## config.mk

```make
export PLATFORM = sky130hd
export DESIGN_NAME = msg_bits_pack_ctrl
export DESIGN_NICKNAME = d
export VERILOG_FILES = /design/src/rtl/msg_bits_pack_ctrl.sv
export SDC_FILE = /design/constraint.sdc
export NUM_CORES = 1
export LEC_CHECK = 0
export CAP_MARGIN = 20
export CORE_UTILIZATION = 40
export DETAILED_ROUTE_END_ITERATION = 10
export MAX_ROUTING_LAYER = met4
export SLEW_MARGIN = 20
export SYNTH_ARGS = -nofsm -noshare
export SYNTH_HDL_FRONTEND = slang
export SYNTH_SLANG_ARGS = --single-unit
```

## constraint.sdc

```tcl
create_clock -name clk -period 8.8 [get_ports clk]
set_input_delay 1.76 -clock clk [delete_from_list [all_inputs] [get_ports clk]]
set_output_delay 1.76 -clock clk [all_outputs]
set_load 0.01 [all_outputs]
```

## src/rtl/msg_bits_pack_ctrl.sv

```systemverilog
// Message-packing sequencer: gathers 1-bit coefficients into a message register and streams it as bytes.
// Optional XOR checksum output is enabled with `define MSG_PACK_CKSUM_EN.
module msg_bits_pack_ctrl #(
   parameter int MSG_BITS = 256,
   parameter int IN_W = 16,
   localparam int MSG_BYTES = MSG_BITS / 8
) (
`ifdef MSG_PACK_CKSUM_EN
   output logic [7:0] cksum,
`endif
   input  logic clk,
   input  logic rst,
   input  logic start,
   output logic busy,
   output logic done,
   input  logic in_valid,
   output logic in_ready,
   input  logic [IN_W-1:0] in_bits,
   output logic out_valid,
   input  logic out_ready,
   output logic [7:0] out_byte,
   output logic [$clog2(MSG_BYTES)-1:0] out_idx,
   output logic out_last
);

   localparam int BEATS = MSG_BITS / IN_W;
   localparam int BW = $clog2(BEATS);
   localparam int YW = $clog2(MSG_BYTES);
   localparam logic [BW-1:0] LAST_BEAT = BW'(BEATS - 1);
   localparam logic [YW-1:0] LAST_BYTE = YW'(MSG_BYTES - 1);

   typedef enum logic [1:0] {
      S_IDLE,
      S_COLLECT,
      S_DRAIN,
      S_DONE
   } state_e;

   state_e state_q, state_d;
   logic [BW-1:0] beat_q, beat_d;
   logic [YW-1:0] byte_q, byte_d;
   logic [MSG_BITS-1:0] msg_q, msg_d;
   logic [7:0] cur_byte;
   logic at_last;

   assign cur_byte = msg_q[byte_q*8 +: 8];
   assign at_last  = (byte_q == LAST_BYTE);

`ifdef MSG_PACK_CKSUM_EN
   logic [7:0] cksum_q, cksum_d;
   assign cksum = cksum_q;
`endif

   always_ff @(posedge clk) begin
      if (rst) begin
         state_q <= S_IDLE;
         beat_q  <= '0;
         byte_q  <= '0;
         msg_q   <= '0;
`ifdef MSG_PACK_CKSUM_EN
         cksum_q <= '0;
`endif
      end else begin
         state_q <= state_d;
         beat_q  <= beat_d;
         byte_q  <= byte_d;
         msg_q   <= msg_d;
`ifdef MSG_PACK_CKSUM_EN
         cksum_q <= cksum_d;
`endif
      end
   end

   always_comb begin
      state_d   = state_q;
      beat_d    = beat_q;
      byte_d    = byte_q;
      msg_d     = msg_q;
      busy      = 1'b0;
      done      = 1'b0;
      in_ready  = 1'b0;
      out_valid = 1'b0;
      out_byte  = '0;
      out_idx   = '0;
      out_last  = 1'b0;
`ifdef MSG_PACK_CKSUM_EN
      cksum_d   = cksum_q;
`endif
      unique case (state_q)
         S_IDLE: begin
            if (start) begin
               state_d = S_COLLECT;
               beat_d  = '0;
               byte_d  = '0;
`ifdef MSG_PACK_CKSUM_EN
               cksum_d = '0;
`endif
            end
         end
         S_COLLECT: begin
            busy     = 1'b1;
            in_ready = 1'b1;
            if (in_valid) begin
               msg_d[beat_q*IN_W +: IN_W] = in_bits;
               if (beat_q == LAST_BEAT) begin
                  state_d = S_DRAIN;
               end else begin
                  beat_d = beat_q + 1'b1;
               end
            end
         end
         S_DRAIN: begin
            busy      = 1'b1;
            out_valid = 1'b1;
            out_byte  = cur_byte;
            out_idx   = byte_q;
            out_last  = at_last;
            if (out_ready) begin
`ifdef MSG_PACK_CKSUM_EN
               cksum_d = cksum_q ^ cur_byte;
`endif
               // counter holds at the final index rather than wrapping
               if (at_last) begin
                  state_d = S_DONE;
               end else begin
                  byte_d = byte_q + 1'b1;
               end
            end
         end
         S_DONE: begin
            done    = 1'b1;
            state_d = S_IDLE;
         end
         default: begin
            state_d = S_IDLE;
         end
      endcase
   end

endmodule

```

==> results.md <==
- Dividing the final minimum period by the clock period gives 0.633.
- The region available for standard cell placement spans 0.0316 sq mm.
- Routability-driven placement finished with a final weighted congestion of roughly 0.86.
- In the routed design, unresolved DRC markers number 0.
- The share of total power dissipated in the clock network is 0.342.
- In this run, the number of DRC markers left after iteration 0 of detailed routing was 1253.
- The count of buffers added on input and output ports is 38.
- For this run, the leading register cell type out of synthesis is dfxtp_1.
- No sink is reached through more buffers than the 3 on the longest clock path.
- STA classifies the critical path startpoint as a flop.
- Once detailed placement completed, the half-perimeter wirelength came to about 27000 um.
- Synthesis instantiated 57 different standard cells from the library.
- The sequential-to-total area share from yosys stat is 0.415.
- The number of violations of the max-capacitance limit is 0.
- The final setup skew is around 0.013 ns.
- The endpoint kind of the worst setup timing path is an output pin.
- For this block, the via count after detailed routing is roughly 12000.
- The transition time at the pin with the least slew margin is between 1 and 1.5 ns.
- After synthesis, the cell types taking the most area are dfxtp_1 41%, a21oi_1 10%, mux4_2 7.9%.
- The clock-pin slew on the worst setup and hold paths is 0.07 ns.
- The number of pins exceeding their max-slew limit in the final report is 0.
- Of the total power, registers draw 0.354.
- Of the total power, the share spent switching nets is 0.393.
- The number of enable-type register cells in the synthesized netlist is 0.
- The average size of a mapped cell is between 8 and 9 sq um.
- The global-route wire length before repair is 68400 um.
- Across every metal layer, demand over resource in global routing totals 0.276.
- The starting density of the core is 0.407.
- Synthesis inferred 267 register bits.
- Setup violations remaining at the end of the flow were counted as 0.
- In the synthesized netlist, the number of instances is around 1500.
- The synthesized cell area is between 0.01 and 0.015 sq mm.
- The clock insertion delay at the later pin of the skew report is around 0.55 ns.
- The maximum operating frequency is 180 MHz.
- The cell sitting at the root of the clock tree is a clkbuf_16.
- The share of synthesized area in the top cell type comes to 0.415.
- The total power after layout is 3520 uW.
- The worst endpoint required time is a little over 7 ns.
- In this run the power density over the cells is 247 mW/mm^2.
- The number of global-route vias before repair was about 11000.
- The clock drives 267 sinks.
- In this run the remaining antenna-violating nets after routing total 0.
- TritonCTS built the clock tree.
- The site row count is 65.
- The internal power component is 2140 uW.
- The vertical extent of the die is 182 um.
- In the final layout, the share of cells above drive strength 1 is 0.105.
- The final hold violation count is 0.
- Pin placement for this block handled 39 I/O pins.
- The die is 182 um wide.
- Counting the fill cells in the layout gives 3059.
- The headroom to the max-slew limit is 0.192.
- Dividing the detail-routed via count by the number of cells gives 6.32.
- Across the VDD grid, the largest voltage drop is 0.000257 V.
- The path class of the tightest hold or removal check is reg2reg.
- The summed negative setup slack over all endpoints is 0 ns.
- The aggregate global routing overflow is 0.
- Compared with the post-synthesis result, the final layout area differs by 10.8%.
- The total clock buffers created by CTS is 29.
- The fraction of synthesis flops using an asynchronous set or reset pin is 0.
- The arrival time at the worst endpoint is 3.81 ns.
- Of the total power, combinational logic draws 0.304.
- The routed design has 44800 um of wire.
- Setup repair after global routing left no endpoint under its margin.
- Before antenna repair, the detailed router went through 6 iterations.
- The leading cell type by number of instances after synthesis is dfxtp_1.
- The run finished with clean final reports.
- The cell type with the largest total area after synthesis is dfxtp_1.
- For this run, the number of Yosys warnings is 0.
- The number of antenna violations at the first check in global routing is 0.
- The final critical delay including setup and external delays is 5.57 ns.
- The number of nets handed over by synthesis was 1537.
- The wire length per cell is approximately 24 um.
- The floorplan step defined a die boundary enclosing between 0.03 and 0.04 sq mm.
- The repair_antennas step left the layout with diodes totalling 0.
- The worst setup path is of the reg2out kind.
- The largest fanout on the critical path is between 50 and 60.
- Buffers added to address setup during post-CTS repair amount to 0.
- Once the clock tree was built, the resizer swapped 0 gates to a different size.
- The largest net degree at the start of global routing is 172.
- The leakage power summed over all cells is roughly 0.0043 uW.
- At the end of the flow the core is filled with cells to 0.452.
- By count the netlist is led by 267 x dfxtp_1, 260 x a21oi_1, 121 x nand3_1, 117 x o21ai_0, 114 x clkbuf_1.
- The hold buffer count at cts is 0.
- The net switching component of the power is about 1400 uW.
- At the end of the flow, the number of nets in the layout was 1474.
- The H-tree level count is 1.
state kept, by name (all words and copies together), names as in the netlist:
signal / cells
byte_q: 5
beat_q: 4
msg_q: 256
state_q: 2
cell families after synthesis:
group | Yosys count | share of synthesized area
flops | 267 | 0.415
simple gates | 518 | 0.207
compound gates | 430 | 0.182
buf+inv | 173 | 0.0576
fa+ha+maj | 9 | 0.00874
mux | 108 | 0.128
xor+xnor | 2 | 0.00194
cell usage in the layout, fill, tap and decap left out, types with 8 or more instances in the layout:
cell             Yosys  layout
or3_1               49      49
a211oi_1            10       9
nand4_1             19      19
clkdlybuf4s50_1      0      37
a21oi_1            260     259
buf_4               11      32
a22oi_1             11      11
inv_1                9       9
and2_1              12      12
nand2b_1             8       8
clkbuf_16            0      29
nor2b_1             19      19
dfxtp_1            267     264
nand2_1             92      92
mux4_2              45      45
nor4_1              70      70
o21ai_0            117     117
ha_1                 9       9
nand3_1            121     121
mux2i_1             56      56
clkbuf_8             0       8
nor2_1             102     100
power by group through the flow:
stage / clock network [uW] / registers (uW) / logic [uW]
2_1_floorplan: 0 / 1260 / 622
3_3_place_gp: 0 / 1270 / 1020
3_5_place_dp: 0 / 1270 / 1030
4_1_cts: 1210 / 1250 / 1030
5_1_grt: 1270 / 1250 / 1100
6_report: 1210 / 1250 / 1070
routing by layer:
metal	global-route usage	share of wire
met5	-	0
met1	0.366	0.43
met3	0.0385	0.082
met4	0.0925	0.034
met2	0.431	0.46
layout make-up:
| class | instances | area [sq um] | share of cell area |
|---|---|---|---|
| Sequential cell | 267 | 5350 | 0.375 |
| Clock inverter | 7 | 67.6 | 0.00473 |
| Multi-Input combinational cell | 1067 | 6840 | 0.479 |
| Timing Repair Buffer | 70 | 626 | 0.0438 |
| Clock buffer | 44 | 862 | 0.0603 |
| Tap cell | 402 | 503 | 0.0352 |
| Inverter | 9 | 33.8 | 0.00236 |
critical path, stage by stage (launching register included):
cell,delay (ns)
dfxtp_4,0.65
buf_4,0.72
mux4_2,0.34
mux2_2,0.15
o32ai_1,0.14
nor4_1,0.57
clkdlybuf4s50_1,0.66
stage by stage:
step / setup WS [ns] / instances / hold slack [ns] / area, sq um
2_1_floorplan: 5.22 / 1507 / 0.428 / 12900
3_3_place_gp: 3.89 / 1815 / 0.437 / 13400
3_5_place_dp: 3.85 / 1815 / 0.440 / 13400
4_1_cts: 3.25 / 1866 / 0.448 / 14300
5_1_grt: 3.11 / 1866 / 0.464 / 14300
6_report: 3.23 / 1866 / 0.450 / 14300
final timing paths:
kind / from / depth (start not counted) / slack, ns / to
max: byte_q[2] / 6 / 3.23 / out_byte[1]
min: msg_q[85] / 2 / 0.45 / msg_q[85]
max reg2reg: beat_q[0] / 6 / 5.16 / msg_q[184]
min reg2reg: msg_q[85] / 2 / 0.45 / msg_q[85]
No activity file was read; power rests on OpenSTA's default activity.
